==> config.mk <==
export PLATFORM = sky130hd
export DESIGN_NAME = moore_fsm_nol
export DESIGN_NICKNAME = d
export VERILOG_FILES = /design/src/rtl/moore_fsm_nol_pkg.sv /design/src/rtl/moore_fsm_nol.sv
export SDC_FILE = /design/constraint.sdc
export NUM_CORES = 1
export LEC_CHECK = 0
export ABC_CLOCK_PERIOD_IN_PS = 1100
export CAP_MARGIN = 20
export CORE_AREA = 2 2 39 41
export CTS_BUF_LIST = sky130_fd_sc_hd__clkbuf_16
export DETAILED_ROUTE_END_ITERATION = 7
export DIE_AREA = 0 0 41 43
export GPL_TIMING_DRIVEN = 1
export PLACE_DENSITY = 0.38
export SETUP_SLACK_MARGIN = 0.05
export SKIP_CTS_REPAIR_TIMING = 1
export SYNTH_ARGS = -nofsm -noshare
export SYNTH_HDL_FRONTEND = slang
export SYNTH_SLANG_ARGS = --single-unit
==> constraint.sdc <==
create_clock -name clk -period 1.1 [get_ports clk]
set_clock_uncertainty 0.15 [all_clocks]
set_input_delay 0.11 -clock clk [delete_from_list [all_inputs] [get_ports clk]]
set_output_delay 0.11 -clock clk [all_outputs]
set_load 0.05 [all_outputs]
==> src/rtl/moore_fsm_nol_pkg.sv <==
// Shared types and constants for the non-overlapping 1101 Moore detector.
// State encoding is fixed binary so the unused codes 5..7 are well defined.
package moore_fsm_nol_pkg;

   typedef enum logic [2:0] {
      IDLE = 3'd0,
      S1   = 3'd1,
      S11  = 3'd2,
      S110 = 3'd3,
      DET  = 3'd4
   } state_e;

   localparam logic [3:0] PATTERN = 4'b1101;

endpackage

==> src/rtl/moore_fsm_nol.sv <==
// Serial 1101 pattern detector, Moore FSM, non-overlapping matches.
// The match flag is decoded from the state register only.
module moore_fsm_nol
   import moore_fsm_nol_pkg::*;
(
   input  logic clk,
   input  logic rst,
   input  logic in,
   output logic out
);

   state_e state_q;
   state_e state_d;

   always_comb begin
      state_d = IDLE;
      case (state_q)
         IDLE:    state_d = in ? S1   : IDLE;
         S1:      state_d = in ? S11  : IDLE;
         S11:     state_d = in ? S11  : S110;
         S110:    state_d = in ? DET  : IDLE;
         // A 1 after a match starts a fresh prefix; no bit reuse.
         DET:     state_d = in ? S1   : IDLE;
         default: state_d = IDLE;
      endcase
   end

   always_ff @(posedge clk or posedge rst) begin
      if (rst) begin
         state_q <= IDLE;
      end else begin
         state_q <= state_d;
      end
   end

   assign out = (state_q == DET);

endmodule

==> run metrics <==
status=complete, but fails checks; failing checks=setup timing; WL final=around 330 um; worst voltage drop across the vdd grid=about 1.2 mV; tightest hold margin=around 330 ps; global router's overall resource usage=0.05841; standby leakage power=0.1487 nW; initial cell density of the core=0.09855; fin cells=40; total nets after synthesis=15; xor/xnor cell area share of the yosys netlist=0; flip-flop and latch count after synthesis=3; Port-buffer cells=3; final weighted congestion in routability-driven placement=0.6408; global routing usage on met3=0.06283; registers with the highest flip-flop counts=state_q x3; final cell area excluding filler cells=332.8 sq um; Synth Area in Simple Gates=0.3486; total placed cells including tap cells=32; Pwr Density=slightly below 3000 mW/mm^2; Most flops, register=state_q; data arrival time of the worst path=approximately 1000 ps; H-Tree Depth=1; clk buf depth=2; kind of start point of the critical path=flop; die span in y=~43 um; part of the Yosys area used for sequential elements=0.5505; max frequency=771.7 MHz; DP Area=around 220 sq um; mean routed wirelength per cell=slightly above 8 um; Sum Neg Setup Slack=-406.3 ps; endpoint type of the worst setup path=output port; DR vias=135; number of iterations in the first detailed-routing pass=2; number of nets in the finished design=28; final core occ=0.2405; Netlist cell types=9; routing usage on met2=0.06563; layout-stage area growth over the synthesis result=144.0%; dominant combinational cell family by area after synthesis=simple AND/OR/NAND/NOR gates; RSZ-0062 raised after global routing=yes; number of flip-flops under the largest register name=3; fin. max-slew vios=0; Final WS setup=-195.9 ps; synth warn=0; Worst Setup Path Type=flop to output port; clock latency on the worst-skew pair=approximately 220 ps; Die Span X=41 um; detailed router's first-iteration violation count=2; remaining antenna violation count after routing=0; grt ovf=0; pin slew with the least headroom to its limit=195.6 ps; CTS sink count=3; number of max-capacitance violations reported=0; met1 usage in global routing=0.06169; highest-utilization routing layer at the global route stage=met2; number of CTS-inserted buffers=3; post-detailed-route via-to-cell ratio=3.375; drc violations=0; Final Hold Violating Endpoints=0; TritonCTS clock tree=yes; number of top-level pins=4; CTS root buffer=sky130_fd_sc_hd__clkbuf_16; Rows=14; share of the clock period used by the worst path after layout=1.178; final setup violating endpoints=4; mapped cell area=approximately 140 sq um; clock-pin slew of the registers on the worst-case setup and hold paths=~30 ps; cell count after synthesis=12; number of inserted diodes=0; proportion of layout cells with a drive suffix above 1=0.4583; Critical Path RT=about 840 ps; worst slew margin relative to its limit=0.8695; floorplan core area=approximately 0.0014 sq mm; pin count of the biggest net entering global routing=7; post-synthesis area per instance=11.37 sq um; final worst path period need=~1300 ps; crit-path max FO=2; wire length of the first global-routing pass=between 600 and 700 um; antenna violations before repair=0; classification of the worst-slack hold path=flop to flop; number of global-route vias before repair=148; complex-gate fraction of the synthesized area=0.07339; overall die area=around 0.0018 sq mm; proportion of synthesized area in mux cells=0; adder-cell area share of the yosys netlist=0
==> synth_stat cells <==
cell type | instances | share of area
sky130_fd_sc_hd__nand2b_1 | 1 | 0.046
sky130_fd_sc_hd__nor3b_1 | 1 | 0.055
sky130_fd_sc_hd__or3b_1 | 1 | 0.064
sky130_fd_sc_hd__dfrtp_1 | 3 | 0.55
sky130_fd_sc_hd__a21oi_1 | 2 | 0.073
sky130_fd_sc_hd__inv_1 | 1 | 0.027
sky130_fd_sc_hd__and4b_1 | 1 | 0.073
sky130_fd_sc_hd__or2b_1 | 1 | 0.055
sky130_fd_sc_hd__nand3b_1 | 1 | 0.055
==> layout by cell type (no fill, tap or decap) <==
cell | netlist | routed
sky130_fd_sc_hd__buf_6 | 0 | 1
sky130_fd_sc_hd__and4b_1 | 1 | 1
sky130_fd_sc_hd__inv_1 | 1 | 2
sky130_fd_sc_hd__or2b_1 | 1 | 1
sky130_fd_sc_hd__or3b_1 | 1 | 1
sky130_fd_sc_hd__clkdlybuf4s50_1 | 0 | 2
sky130_fd_sc_hd__nand2b_1 | 1 | 1
sky130_fd_sc_hd__a21oi_1 | 2 | 2
sky130_fd_sc_hd__dlygate4sd3_1 | 0 | 1
sky130_fd_sc_hd__nor3b_4 | 0 | 1
sky130_fd_sc_hd__buf_12 | 0 | 1
sky130_fd_sc_hd__dfrtp_2 | 0 | 2
sky130_fd_sc_hd__clkbuf_16 | 0 | 3
sky130_fd_sc_hd__dfrtp_1 | 3 | 1
sky130_fd_sc_hd__nand3b_1 | 1 | 1
sky130_fd_sc_hd__buf_4 | 0 | 3
==> where the power goes <==
group,total (mW),internal (mW),switching (mW)
clock network,0.561,0.468,0.0925
logic,0.211,0.136,0.0746
registers,0.191,0.153,0.0374
total,0.962,0.757,0.204
==> logic make-up after synthesis <==
group | after synthesis
buffers and inverters | 1
flip-flops | 3
AND/OR/NAND/NOR | 6
AO/OA/AOI/OAI | 2
==> final cells by class <==
type | count | area, sq um
flip-flops and latches | 3 | 77.57
inverters | 1 | 3.754
clock buffers | 3 | 75.07
fillers | 144 | 1051
repair buffers | 8 | 83.83
well taps | 16 | 20.02
multi-input cells | 8 | 68.82
clock inverters | 1 | 3.754
==> routing by layer <==
metal	routed length, um	vias to the layer above
li1	-	66
met1	151	63
met2	143	6
met3	37	0
met4	0	0
met5	0	-
==> critical path: stages (launching register included) <==
cell	delay (ps)
sky130_fd_sc_hd__dfrtp_2	410
sky130_fd_sc_hd__nor3b_4	240
sky130_fd_sc_hd__buf_12	160
==> worst paths after layout <==
| check | startpoint | to | slack (ps) | cells past startpoint |
|---|---|---|---|---|
| worst max-delay path | state_q[0] | out | -200 | 2 |
| worst min-delay path | state_q[2] | state_q[1] | 330 | 1 |
| worst max register to register | state_q[0] | state_q[1] | -100 | 4 |
| worst min register to register | state_q[2] | state_q[1] | 330 | 1 |
| max in group asynchronous | rst | state_q[0] | 180 | 3 |
| min in group asynchronous | rst | state_q[2] | 470 | 3 |
==> per-stage QoR <==
step | power (mW) | setup WS, ps
detailed placement | 0.3123 | -133.8
global placement | 0.3045 | -118.6
floorplan | 0.2683 | -77.64
global route | 1.010 | -241.6
finish | 0.9616 | -195.9
CTS | 0.8890 | -254.1
Power figures use the tool's default switching activity.
